`src/rtl/ddc_pkg.sv`:
```
// Shared definitions for the DDC input feeder: FSM encoding, default frame
// length, offset-binary conversion bit positions and the 64-bit beat layout.
package ddc_pkg;

  localparam int unsigned WORD_W        = 32;
  localparam int unsigned BEAT_W        = 64;
  localparam int unsigned WCNT_W        = 16;
  localparam int unsigned FCNT_W        = 16;
  localparam int unsigned FRAME_LEN_DEF = 512;
  localparam int unsigned CONV_BIT_LO   = 15;
  localparam int unsigned CONV_BIT_HI   = 31;

  typedef enum logic [1:0] {
    ST_IDLE = 2'd0,
    ST_LO   = 2'd1,
    ST_HI   = 2'd2
  } feed_state_e;

  // DMA beat: first word in the low half, second word in the high half
  typedef struct packed {
    logic [WORD_W-1:0] hi;
    logic [WORD_W-1:0] lo;
  } beat_t;

  // Offset-binary to two's-complement: flip the sign bit of each 16-bit half
  function automatic logic [WORD_W-1:0] conv(input logic [WORD_W-1:0] w,
                                             input logic              offset_bin);
    logic [WORD_W-1:0] r;
    r = w;
    if (offset_bin) begin
      r[CONV_BIT_LO] = ~w[CONV_BIT_LO];
      r[CONV_BIT_HI] = ~w[CONV_BIT_HI];
    end
    return r;
  endfunction

endpackage

```
`src/rtl/ddc_axis_feeder_if.sv`:
```
// AXI-stream bundle used on both sides of the feeder.
//   tvalid/tdata/tlast : master -> slave
//   tready             : slave -> master
interface ddc_axis_feeder_if #(
  parameter int unsigned DATA_W = ddc_pkg::WORD_W
);
  logic              tvalid;
  logic              tready;
  logic [DATA_W-1:0] tdata;
  logic              tlast;

  modport master (output tvalid, output tdata, output tlast, input tready);
  modport slave  (input tvalid, input tdata, input tlast, output tready);
endinterface

```
`src/rtl/ddc_axis_feeder.sv`:
```
// DDC input feeder: splits 64-bit DMA beats into two 32-bit output words,
// optionally converts offset-binary samples, regenerates output tlast every
// FRAME_LEN words and counts completed frames and framing errors.
// Ports:
//   rst_n, axis_clk   : async active-low reset, stream clock
//   enable            : run control (quasi-static)
//   fmt_offset_bin    : 1 = flip bits 15 and 31 of each output word
//   s_axis (slave)    : 64-bit DMA beats in; tready is combinational
//   m_axis (master)   : 32-bit words out; tvalid/tdata/tlast registered
//   frame_cnt         : completed output frames, wraps
//   err_cnt           : framing errors, saturating
//   busy              : a held beat is not yet fully emitted
module ddc_axis_feeder
  import ddc_pkg::*;
#(
  parameter int unsigned FRAME_LEN = FRAME_LEN_DEF,
  parameter int unsigned ERR_W     = 8
) (
  input  logic              rst_n,
  input  logic              axis_clk,
  input  logic              enable,
  input  logic              fmt_offset_bin,
  ddc_axis_feeder_if.slave  s_axis,
  ddc_axis_feeder_if.master m_axis,
  output logic [FCNT_W-1:0] frame_cnt,
  output logic [ERR_W-1:0]  err_cnt,
  output logic              busy
);

  localparam logic [WCNT_W-1:0] WCNT_LAST = WCNT_W'(FRAME_LEN - 1);

  feed_state_e       state_q, state_d;
  logic [WORD_W-1:0] hold_hi_q, hold_hi_d;
  logic              hold_last_q, hold_last_d;
  logic [WCNT_W-1:0] wcnt_q, wcnt_d;
  logic [FCNT_W-1:0] frame_cnt_q, frame_cnt_d;
  logic [ERR_W-1:0]  err_cnt_q, err_cnt_d;
  logic              m_tvalid_q, m_tvalid_d;
  logic [WORD_W-1:0] m_tdata_q, m_tdata_d;
  logic              m_tlast_q, m_tlast_d;
  logic              busy_q, busy_d;

  logic              s_ready_c;
  logic              s_hs;
  logic              m_hs;
  logic              err_inc;
  logic [WCNT_W-1:0] wcnt_adv;
  beat_t             beat_c;

  // Next-state, datapath and counter logic
  always_comb begin
    state_d     = state_q;
    hold_hi_d   = hold_hi_q;
    hold_last_d = hold_last_q;
    wcnt_d      = wcnt_q;
    frame_cnt_d = frame_cnt_q;
    err_cnt_d   = err_cnt_q;
    m_tvalid_d  = m_tvalid_q;
    m_tdata_d   = m_tdata_q;
    m_tlast_d   = m_tlast_q;
    s_ready_c   = 1'b0;
    err_inc     = 1'b0;
    beat_c      = beat_t'(s_axis.tdata);
    m_hs        = m_tvalid_q & m_axis.tready;
    // Word position after the current handshake; tlast always restarts the frame
    wcnt_adv    = m_tlast_q ? '0 : WCNT_W'(wcnt_q + 1'b1);

    case (state_q)
      ST_IDLE: s_ready_c = enable;
      ST_HI:   s_ready_c = enable & m_axis.tready;
      default: s_ready_c = 1'b0;
    endcase
    s_hs = s_ready_c & s_axis.tvalid;

    if (m_hs) begin
      wcnt_d = wcnt_adv;
      if (m_tlast_q) begin
        frame_cnt_d = FCNT_W'(frame_cnt_q + 1'b1);
      end
    end

    case (state_q)
      ST_IDLE: begin
        if (s_hs) begin
          hold_hi_d   = beat_c.hi;
          hold_last_d = s_axis.tlast;
          m_tvalid_d  = 1'b1;
          m_tdata_d   = conv(beat_c.lo, fmt_offset_bin);
          m_tlast_d   = (wcnt_d == WCNT_LAST);
          state_d     = ST_LO;
        end
      end
      ST_LO: begin
        if (m_hs) begin
          m_tdata_d = conv(hold_hi_q, fmt_offset_bin);
          m_tlast_d = hold_last_q | (wcnt_adv == WCNT_LAST);
          // Early DMA tlast, or frame end reached without DMA tlast
          err_inc   = hold_last_q ? (wcnt_adv != WCNT_LAST) : (wcnt_adv == WCNT_LAST);
          state_d   = ST_HI;
        end
      end
      ST_HI: begin
        if (m_hs) begin
          if (s_hs) begin
            hold_hi_d   = beat_c.hi;
            hold_last_d = s_axis.tlast;
            m_tdata_d   = conv(beat_c.lo, fmt_offset_bin);
            m_tlast_d   = (wcnt_d == WCNT_LAST);
            state_d     = ST_LO;
          end else begin
            m_tvalid_d = 1'b0;
            m_tlast_d  = 1'b0;
            state_d    = ST_IDLE;
          end
        end
      end
      default: state_d = ST_IDLE;
    endcase

    if (err_inc && (err_cnt_q != '1)) begin
      err_cnt_d = ERR_W'(err_cnt_q + 1'b1);
    end

    busy_d = (state_d != ST_IDLE);
  end

  // State and output registers
  always_ff @(posedge axis_clk or negedge rst_n) begin
    if (!rst_n) begin
      state_q     <= ST_IDLE;
      hold_hi_q   <= '0;
      hold_last_q <= 1'b0;
      wcnt_q      <= '0;
      frame_cnt_q <= '0;
      err_cnt_q   <= '0;
      m_tvalid_q  <= 1'b0;
      m_tdata_q   <= '0;
      m_tlast_q   <= 1'b0;
      busy_q      <= 1'b0;
    end else begin
      state_q     <= state_d;
      hold_hi_q   <= hold_hi_d;
      hold_last_q <= hold_last_d;
      wcnt_q      <= wcnt_d;
      frame_cnt_q <= frame_cnt_d;
      err_cnt_q   <= err_cnt_d;
      m_tvalid_q  <= m_tvalid_d;
      m_tdata_q   <= m_tdata_d;
      m_tlast_q   <= m_tlast_d;
      busy_q      <= busy_d;
    end
  end

  assign s_axis.tready = s_ready_c;
  assign m_axis.tvalid = m_tvalid_q;
  assign m_axis.tdata  = m_tdata_q;
  assign m_axis.tlast  = m_tlast_q;
  assign frame_cnt     = frame_cnt_q;
  assign err_cnt       = err_cnt_q;
  assign busy          = busy_q;

endmodule

```
`src/flat_wrapper.sv`:
```
// flat-port wrapper written by rule: the top's interface ports become plain ports
module ddc_axis_feeder_flat import ddc_pkg::*;
#(
  parameter int unsigned FRAME_LEN = FRAME_LEN_DEF,
  parameter int unsigned ERR_W     = 8
)
  (rst_n, axis_clk, enable, fmt_offset_bin, frame_cnt, err_cnt, busy, s_axis_tvalid, s_axis_tdata, s_axis_tlast, s_axis_tready, m_axis_tvalid, m_axis_tdata, m_axis_tlast, m_axis_tready);
  ddc_axis_feeder_if #(.DATA_W(64)) s_axis_i ();
  ddc_axis_feeder_if #(.DATA_W(32)) m_axis_i ();
  input  logic rst_n;
  input  logic axis_clk;
  input  logic enable;
  input  logic fmt_offset_bin;
  output logic [FCNT_W-1:0] frame_cnt;
  output logic [ERR_W-1:0] err_cnt;
  output logic busy;
  input wire logic [$bits(s_axis_i.tvalid)-1:0] s_axis_tvalid;
  input wire logic [$bits(s_axis_i.tdata)-1:0] s_axis_tdata;
  input wire logic [$bits(s_axis_i.tlast)-1:0] s_axis_tlast;
  output wire logic [$bits(s_axis_i.tready)-1:0] s_axis_tready;
  output wire logic [$bits(m_axis_i.tvalid)-1:0] m_axis_tvalid;
  output wire logic [$bits(m_axis_i.tdata)-1:0] m_axis_tdata;
  output wire logic [$bits(m_axis_i.tlast)-1:0] m_axis_tlast;
  input wire logic [$bits(m_axis_i.tready)-1:0] m_axis_tready;
  assign s_axis_i.tvalid = s_axis_tvalid;
  assign s_axis_i.tdata = s_axis_tdata;
  assign s_axis_i.tlast = s_axis_tlast;
  assign s_axis_tready = s_axis_i.tready;
  assign m_axis_tvalid = m_axis_i.tvalid;
  assign m_axis_tdata = m_axis_i.tdata;
  assign m_axis_tlast = m_axis_i.tlast;
  assign m_axis_i.tready = m_axis_tready;
  ddc_axis_feeder #(.FRAME_LEN(FRAME_LEN), .ERR_W(ERR_W)) u_core (.rst_n(rst_n), .axis_clk(axis_clk), .enable(enable), .fmt_offset_bin(fmt_offset_bin), .s_axis(s_axis_i), .m_axis(m_axis_i), .frame_cnt(frame_cnt), .err_cnt(err_cnt), .busy(busy));
endmodule
```
`config.mk`:
```
export PLATFORM = sky130hd
export DESIGN_NAME = ddc_axis_feeder_flat
export DESIGN_NICKNAME = d
export VERILOG_FILES = /design/src/rtl/ddc_pkg.sv /design/src/rtl/ddc_axis_feeder_if.sv /design/src/rtl/ddc_axis_feeder.sv /design/src/flat_wrapper.sv
export SDC_FILE = /design/constraint.sdc
export NUM_CORES = 1
export LEC_CHECK = 0
export BUFFER_PORTS_ARGS = -buffer_cell sky130_fd_sc_hd__buf_4
export CAP_MARGIN = 10
export CORE_MARGIN = 2
export CORE_UTILIZATION = 48
export CTS_CLUSTER_SIZE = 24
export DETAILED_ROUTE_END_ITERATION = 16
export GPL_ROUTABILITY_DRIVEN = 0
export PLACE_DENSITY_LB_ADDON = 0.25
export RECOVER_POWER = 25
export REMOVE_ABC_BUFFERS = 1
export SYNTH_ARGS = -nofsm -noshare
export SYNTH_HDL_FRONTEND = slang
export SYNTH_SLANG_ARGS = --single-unit
```
`constraint.sdc`:
```
create_clock -name axis_clk -period 2.94 [get_ports axis_clk]
set_input_delay 0.147 -clock axis_clk [delete_from_list [all_inputs] [get_ports axis_clk]]
set_output_delay 0.147 -clock axis_clk [all_outputs]
set_load 0.01 [all_outputs]
```
Word level (Yosys, flattened, before mapping) --
Index checks and enable logic that the tools add are counted.
Storage, ports and cells: register bits 110, bits in latches 0, bits in writable memories 0, ROM bits 0, input bits 71, output and inout port bits 60, word-level logic and storage cells 75, memories 0
Operators by class: add/sub/neg operators 3, multiply operators 0, div/mod/pow operators 0, $lt $le $gt $ge 0, eq/ne operators 10, shift operators 0, multiplexer cells 34, bitwise logic cells 8, reductions and logical operators 10
Operator list (count):
- 2-to-1 mux 32 bit | 5
- case mux 32 bit (3 select lines) | 1
- case mux 32 bit (2 select lines) | 1
- adder 16 x 1 -> 16 bit (second input constant) | 2
- == test 16 x 9 -> 1 bit (second input constant) | 2
- 2-to-1 mux 16 bit | 2
- 2-to-1 mux 1 bit | 17
- != test 16 x 9 -> 1 bit (second input constant) | 1
- adder 8 x 1 -> 8 bit (second input constant) | 1
- != test 8 bit (second input constant) | 1
- AND reduction 4 bit | 2
- 2-to-1 mux 2 bit | 3
- != test 2 x 1 -> 1 bit (second input constant) | 3
- case mux 1 bit (2 select lines) | 3
- case mux 2 bit (3 select lines) | 1
- NOT 1 bit | 4
- AND reduction 2 bit | 2
- nonzero test 2 bit | 2
- AND 1 bit | 3
- case mux 1 bit (3 select lines) | 1
- AND reduction 3 bit | 1
- nonzero test 3 bit | 1
- == test 2 x 1 -> 1 bit (second input constant) | 1
- == test 2 bit (second input constant) | 1
- other kinds (4) | 4

Longest topological paths before layout --
Gate-level depths: netlist of run 1.
depth after elaboration 7, depth in mapped cells 14, depth with buffers taken out 13

Least setup slack after synthesis of run 1 --
Ideal clock, no wire load.
path kind register -> register, start register u_core.wcnt_q[0], end register u_core.err_cnt_q[6], in the netlist u_core.err_cnt[6], setup time 125 ps, arrival 2795 ps, required time 2815 ps, slack 20 ps, cell stages (with the launch flop) 14, buffers on the path 1, clock period less this slack 2920 ps, path through dfrtp_1 buf_2 nand4_4 nor4_1 mux2_2 o22ai_1 nand3_1 a21o_1 ha_1 o2111ai_1 inv_1 and3_1 nand4_1 xnor2_1
Between the ends: word-level cells in the longest chain between the ends 7, elaborated cells between the ends (all ways) 8, classes of those cells add/sub (1); eq/ne (2); mux (4); reduce/logical (1)
Ends and longest elaborated chain:
- start: declaration | line ddc_axis_feeder.sv:35 | logic [WCNT_W-1:0] wcnt_q, wcnt_d;
- start signal: assignment | line ddc_axis_feeder.sv:144 | wcnt_q <= wcnt_d;
- adder 16 x 1 -> 16 bit (*) | line ddc_axis_feeder.sv:66 | wcnt_adv = m_tlast_q ? '0 : WCNT_W'(wcnt_q + 1'b1);
- 2-to-1 mux 16 bit (*) | line ddc_axis_feeder.sv:66
- == test 16 x 9 -> 1 bit or != test 16 x 9 -> 1 bit (tied branches) | line ddc_axis_feeder.sv:98 | err_inc = hold_last_q ? (wcnt_adv != WCNT_LAST) : (wcnt_adv == WCNT_LAST);
- 2-to-1 mux 1 bit (*) | line ddc_axis_feeder.sv:98
- 2-to-1 mux 1 bit (*) | line ddc_axis_feeder.sv:94 | if (m_hs) begin
- 2-to-1 mux 1 bit (*) | line ddc_axis_feeder.sv:82 | case (state_q)
- logical AND 1 bit (*) | line ddc_axis_feeder.sv:120 | if (err_inc && (err_cnt_q != '1)) begin
- end signal: assignment | line ddc_axis_feeder.sv:146 | err_cnt_q <= err_cnt_d;
- end: declaration | line ddc_axis_feeder.sv:37 | logic [ERR_W-1:0] err_cnt_q, err_cnt_d;
Every way passes the cells marked *; elsewhere a longest branch is shown, timed or not. A chain may end at the register's enable or synchronous reset.

Worst setup path after layout of run 1 --
start register u_core.wcnt_q[6], end register u_core.err_cnt_q[7], in the netlist u_core.err_cnt[7]
Same word-level chain as after synthesis.

==> results.tsv, run 1 <==
stage	metric	value	unit
outcome	run status	finished, violations left	
outcome	failing checks	max-capacitance violations, max-slew violations	
sta	Setup violations, final	0	
pwr	static leakage	0.00327	uW
cells_and_area	ant diodes	0	
routing	wire per inst	16.7	um
cells_and_area	Layout fillers	828	
floorplanning	initial core utilization	49.4	%
setup_path	crit path DAT	3.12	ns
cts	total CTS buffers	9	
synthesis	synthesized cell area	0.00538	mm2
grt	initial antenna violation count	0	
cts	CTS tree	yes	
floorplanning	die width	110	um
cells_and_area	Multi-input gate area	0.00259	mm2
setup_path	R2R depth	12	
sta	max frequency	352	MHz
min_path	hold_sp	s_axis_tdata[52]	
placed_design	dpl cells	775	
cts	CTS Sinks	110	
setup_path	CP Class	register to register	
synthesis	Synth area leader	dfrtp_1	
synthesis	Seq/Total Area, Yosys	51.2	%
sta	RSZ-0062 raised after global routing	true	
grt	largest net degree at the start of global routing	83	
setup_path	CP cell instances	nand4_1 > buf_6 > buf_4 > or2_2 > xnor2_2 > nand4_1 > a21o_1 > ha_4 > o2111ai_4 > buf_6 > nor3_2 > xor2_1	
routing	via count	4428	
cts	Reg clk slew, reported paths	0.11	ns
synthesis	post-synthesis register bit count	110	
sta	endpoints failing hold	0	
setup_path	R2R setup slack	0.10	ns
synthesis	number of enable flip-flop cells after synthesis	0	
floorplanning	io pins	131	
cells_and_area	share of layout cells above drive strength 1	36.5	%
cells_and_area	post-layout util	66.3	%
synthesis	Synth top area share	51.2	%
cts	Clock Tree Buf Depth	2	
grt	Tot GR Track Use	22.6	%
cells_and_area	Post-layout nets	748	
cts	htree depth	3	
cells_and_area	register area	0.00276	mm2
synthesis	top post-synthesis cells by area	dfrtp_1, mux2_2, mux2i_1, a21oi_1, xnor2_1	
setup_path	Critical path origin	u_core.wcnt_q[6]$_DFF_PN0_	
grt	global route overflow	0	
min_path	Hold/Removal Path Class	input port to register	
cells_and_area	fin cells	814	
grt	first-pass GRT wire length	21400	um
setup_path	worst flop-to-flop path startpoint	u_core.wcnt_q[6]$_DFF_PN0_	
cells_and_area	Area Overhead vs Synth	34.2	%
synthesis	distinct cell type count after synthesis	55	
setup_path	Worst Setup Start Kind	register	
min_path	Min-Delay Path Depth	2	
run	max cap viols	1	
sta	Period minus WS final	2.84	ns
sta	fin. max-slew vios	82	
setup_path	CP Capture Type	register	
setup_path	CP max-delay cell	dfrtp_1	
synthesis	Synth Warn #	0	
synthesis	most instantiated cells after synthesis	dfrtp_1, a21oi_1, nand2_1	
synthesis	share of flip-flops with an asynchronous set or reset	100	%
floorplanning	die area	0.0121	mm2
synthesis	most frequent cell after synthesis	dfrtp_1	
sta	Slew @ Worst Pin	2.12	ns
routing	DRT iter0 DRCs	236	
cts	CTS Root Cell	clkbuf_8	
floorplanning	CORE AREA	0.0109	mm2
setup_path	crit path max fanout	6	
routing	Final ANT Viol Nets	0	
cts	later-pin clock latency in the skew report	0.36	ns
setup_path	Largest stage delay, worst path	0.37	ns
placed_design	Post-DP HPWL	9290	um
sta	Slew Limit Headroom	-41.7	%
routing	Routed WL	13600	um
setup_path	WP data required	3.22	ns
synthesis	syn avg cell area	10.7	um2
placed_design	PortBufs	130	
sta	fin crit share	96.5	%
pwr	VDD IR max	0.518	mV
synthesis	cell count after synthesis	504	
routing	drt first pass iters	4	
floorplanning	die height	110	um
routing	drt via density	5.44	
synthesis	Most used DFF post-synth	dfrtp_1	
floorplanning	row count	38	
grt	vias in the first global route	4458	
pwr	Pwr Density	974	mW/mm2
sta	Worst Clk Skew	0.0112	ns
routing	drc violations	0	
power breakdown:
part	internal (uW)	total, uW	switching, uW
Combinational	1750	3580	1840
Sequential	2110	2510	401
Clock	403	938	535
layout by cell type, fill, tap and decap left out, drive strengths merged, types with 5 or more instances in the layout:
cell type,netlist,routed
nand4,11,11
dlygate4sd3,0,18
a21oi,51,51
or4,6,6
nand3,12,12
mux2,37,37
xnor2,20,20
a21o,5,5
nand2,42,42
xor2,8,8
buf,13,164
nor3,10,10
o21ai,19,19
nor2,41,41
mux2i,35,35
and3,5,5
dfrtp,110,110
ha,8,8
clkbuf,16,11
inv,9,10
worst max-delay path: cells and delay by family (launching register included):
kind / cells / cell delay [ns]
AOI/OAI and AO/OA: 2 / 0.35
xor gates and xnor gates: 2 / 0.34
adders and majority gates: 1 / 0.29
buffers and inverters: 3 / 0.55
DFF: 1 / 0.37
and+or+nand+nor: 4 / 0.85
layer usage:
metal | wire length (um) | GRT usage [%] | vias to the layer above
met4 | 129 | 5.79 | 0
li1 | - | - | 2116
met2 | 6760 | 37.4 | 138
met3 | 1010 | 6.64 | 9
met1 | 5690 | 29.2 | 2165
met5 | 0 | 0 | -
path summary, 6_finish.rpt:
path                                                    end
max                           u_core.err_cnt[7]$_DFFE_PN0P_
min                        u_core.hold_hi_q[20]$_DFFE_PN0P_
max reg2reg                   u_core.err_cnt[7]$_DFFE_PN0P_
min reg2reg                u_core.frame_cnt[15]$_DFFE_PN0P_
max in group asynchronous       u_core.wcnt_q[10]$_DFF_PN0_
min in group asynchronous        u_core.wcnt_q[6]$_DFF_PN0_
registers in the layout, indices dropped and copies added, names as in the netlist:
name / flops
u_core.busy: 1
u_core.err_cnt: 8
u_core.frame_cnt: 16
u_core.hold_hi_q: 32
u_core.hold_last_q: 1
u_core.m_axis.tdata: 32
u_core.m_axis.tlast: 1
u_core.m_axis.tvalid: 1
u_core.state_q: 2
u_core.wcnt_q: 16
final cells by class:
cell class              count  area share, %
flip-flops and latches    110           38.2
multi-input cells         356           35.9
repair buffers            183           20.3
well taps                 140           2.43
clock buffers              10           1.77
clock inverters             6          0.988
inverters                   9          0.468
through the flow:
step	cell area (um2)	worst slack (ns)	power [uW]	hold WS [ns]	TNS, ns
6_report	7220	0.103	7030	0.0153	0
5_1_grt	7220	-0.0264	7530	0.00426	-0.0382
4_1_cts	7070	0.00665	6810	0.000549	0
3_5_place_dp	6680	-0.0367	5850	0.384	-0.0401
3_3_place_gp	6680	0.168	5680	0.381	0
2_1_floorplan	5240	-0.949	4470	-0.149	-23.78
cells by family (layout without fill, tap and decap cells):
group	count (synthesis)	count (layout)	share of synthesized area (%)
AOI/OAI and AO/OA	96	96	10.5
xor gates and xnor gates	28	28	4.56
adders and majority gates	8	8	1.86
buffers and inverters	38	208	3.16
DFF	110	110	51.2
muxes	72	72	14.3
and+or+nand+nor	152	152	14.5
timing repair:
item,4_1_cts,5_1_grt
resized for setup,2,22
endpoints found under the hold margin,18,0
hold buffers,18,0
endpoints found under the setup margin,2,6
pin swaps,1,13
setup buffers,0,5
Note: power is estimated with default switching activity, not from simulation.
==> run 2, diff against run 1 <==
Settings changed: RECOVER_POWER 25 to not set.
==> results.tsv, run 2 (synthesis gave the netlist of run 1 again) <==
stage	metric	value	unit
pwr	Pwr Density	973	mW/mm2
cts	CTS Sinks	110	
sta	Slew Limit Headroom	27.7	%
sta	final setup margin	0.103	ns
floorplanning	die width	110	um
cts	total CTS buffers	9	
routing	drt first pass iters	4	
cells_and_area	fin cells	814	
floorplanning	die height	110	um
routing	drc violations	0	
routing	wire per inst	16.7	um
sta	endpoints failing hold	29	
cts	Clock Tree Buf Depth	2	
pwr	static leakage	0.00328	uW
cells_and_area	share of layout cells above drive strength 1	36.5	%
cts	htree depth	3	
setup_path	crit path max fanout	6	
sta	Slew @ Worst Pin	1.09	ns
grt	first-pass GRT wire length	21400	um
cells_and_area	commonest non-fill, non-tap cell in the layout	buf_4	
sta	fin. max-slew vios	0	
setup_path	CP Class	register to register	
outcome	failing checks	negative hold slack	
grt	vias in the first global route	4458	
placed_design	PortBufs	130	
sta	Setup violations, final	0	
routing	drt via density	5.44	
floorplanning	CORE AREA	0.0109	mm2
pwr	VDD IR max	0.518	mV
routing	Final ANT Viol Nets	0	
cts	CTS Root Cell	clkbuf_8	
cells_and_area	Area Overhead vs Synth	34.3	%
placed_design	dpl cells	775	
setup_path	WP data required	3.22	ns
cts	CTS tree	yes	
sta	hold_ws	-0.0572	ns
cells_and_area	Post-layout nets	748	
cells_and_area	ant diodes	0	
min_path	Hold/Removal Path Class	input port to async pin	
routing	DRT iter0 DRCs	236	
setup_path	CP Capture Type	register	
setup_path	crit path DAT	3.12	ns
grt	initial antenna violation count	0	
setup_path	R2R setup slack	0.10	ns
cells_and_area	most frequent cells in the layout	buf_4, dfrtp_1, a21oi_1	
floorplanning	row count	38	
outcome	run status	finished, violations left	
cts	Reg clk slew, reported paths	0.11	ns
floorplanning	io pins	131	
setup_path	Worst Setup Start Kind	register	
placed_design	placed inst area	0.00668	mm2
placed_design	Post-DP HPWL	9290	um
floorplanning	die area	0.0121	mm2
grt	largest net degree at the start of global routing	83	
grt	global route overflow	0	
sta	RSZ-0062 raised after global routing	true	
cts	later-pin clock latency in the skew report	0.36	ns
grt	Tot GR Track Use	22.6	%
cells_and_area	fin area	0.00722	mm2
placed_design	DP Worst Slack	-0.0367	ns
sta	fin crit share	96.5	%
routing	Routed WL	13600	um
sta	Period minus WS final	2.84	ns
sta	Worst Clk Skew	0.0112	ns
run	max cap viols	0	
floorplanning	initial core utilization	49.4	%
sta	max frequency	352	MHz
routing	via count	4428	
run 2: cell count changes in the layout (fill, tap and decap cells not counted), sizes merged:
cell and change:
buf +1, clkbuf -1
run 2: worst paths after layout:
path	from	to	depth (start not counted)
max	u_core.wcnt_q[6]$_DFF_PN0_	u_core.err_cnt[7]$_DFFE_PN0P_	12
min	rst_n	u_core.wcnt_q[6]$_DFF_PN0_	1
max reg2reg	u_core.wcnt_q[6]$_DFF_PN0_	u_core.err_cnt[7]$_DFFE_PN0P_	12
min reg2reg	u_core.frame_cnt[15]$_DFFE_PN0P_	u_core.frame_cnt[15]$_DFFE_PN0P_	1
max in group asynchronous	rst_n	u_core.wcnt_q[10]$_DFF_PN0_	1
min in group axis_clk	s_axis_tdata[52]	u_core.hold_hi_q[20]$_DFFE_PN0P_	2
run 2: power by group:
part	switching [uW]	internal (uW)	total, uW
registers	401	2110	2510
clock network	535	403	938
logic	1840	1750	3580
total	2770	4260	7030
run 2: what timing repair did:
action                                  4_1_cts  5_1_grt
hold endpoints to repair                     18        0
resized for setup                             2       22
pin swaps                                     1       13
buffers inserted                              0        5
hold buffers                                 18        0
endpoints found under the setup margin        2        6
run 2: area by class of cell:
type | count | area, um2
clock inverters | 6 | 71.3
fillers | 827 | 3660
clock buffers | 10 | 128
inverters | 9 | 33.8
repair buffers | 183 | 1470
flip-flops and latches | 110 | 2760
multi-input cells | 356 | 2590
well taps | 140 | 175
run 2: worst max-delay path: stages (launching register included):
cell	delay, ns
dfrtp_1	0.37
nand4_1	0.22
buf_6	0.21
buf_4	0.15
or2_2	0.33
xnor2_2	0.16
nand4_1	0.11
a21o_1	0.21
ha_4	0.29
o2111ai_4	0.14
buf_6	0.19
nor3_2	0.19
xor2_1	0.18
run 2: metal layers:
layer,global-route usage (%),vias up,routed length (um)
met2,37.4,138,6760
met1,29.2,2165,5690
met4,5.79,0,129
li1,-,2116,-
met5,0,-,0
met3,6.64,9,1010
run 2: stage by stage:
stage | util (%) | setup TNS (ns) | total power [uW]
after global routing | 66.3 | -0.0382 | 7530
final | 66.3 | 0 | 7030
after global placement | 61.3 | 0 | 5680
after detailed placement | 61.3 | -0.0401 | 5850
after CTS | 64.9 | 0 | 6810
after floorplan | - | -23.78 | 4470
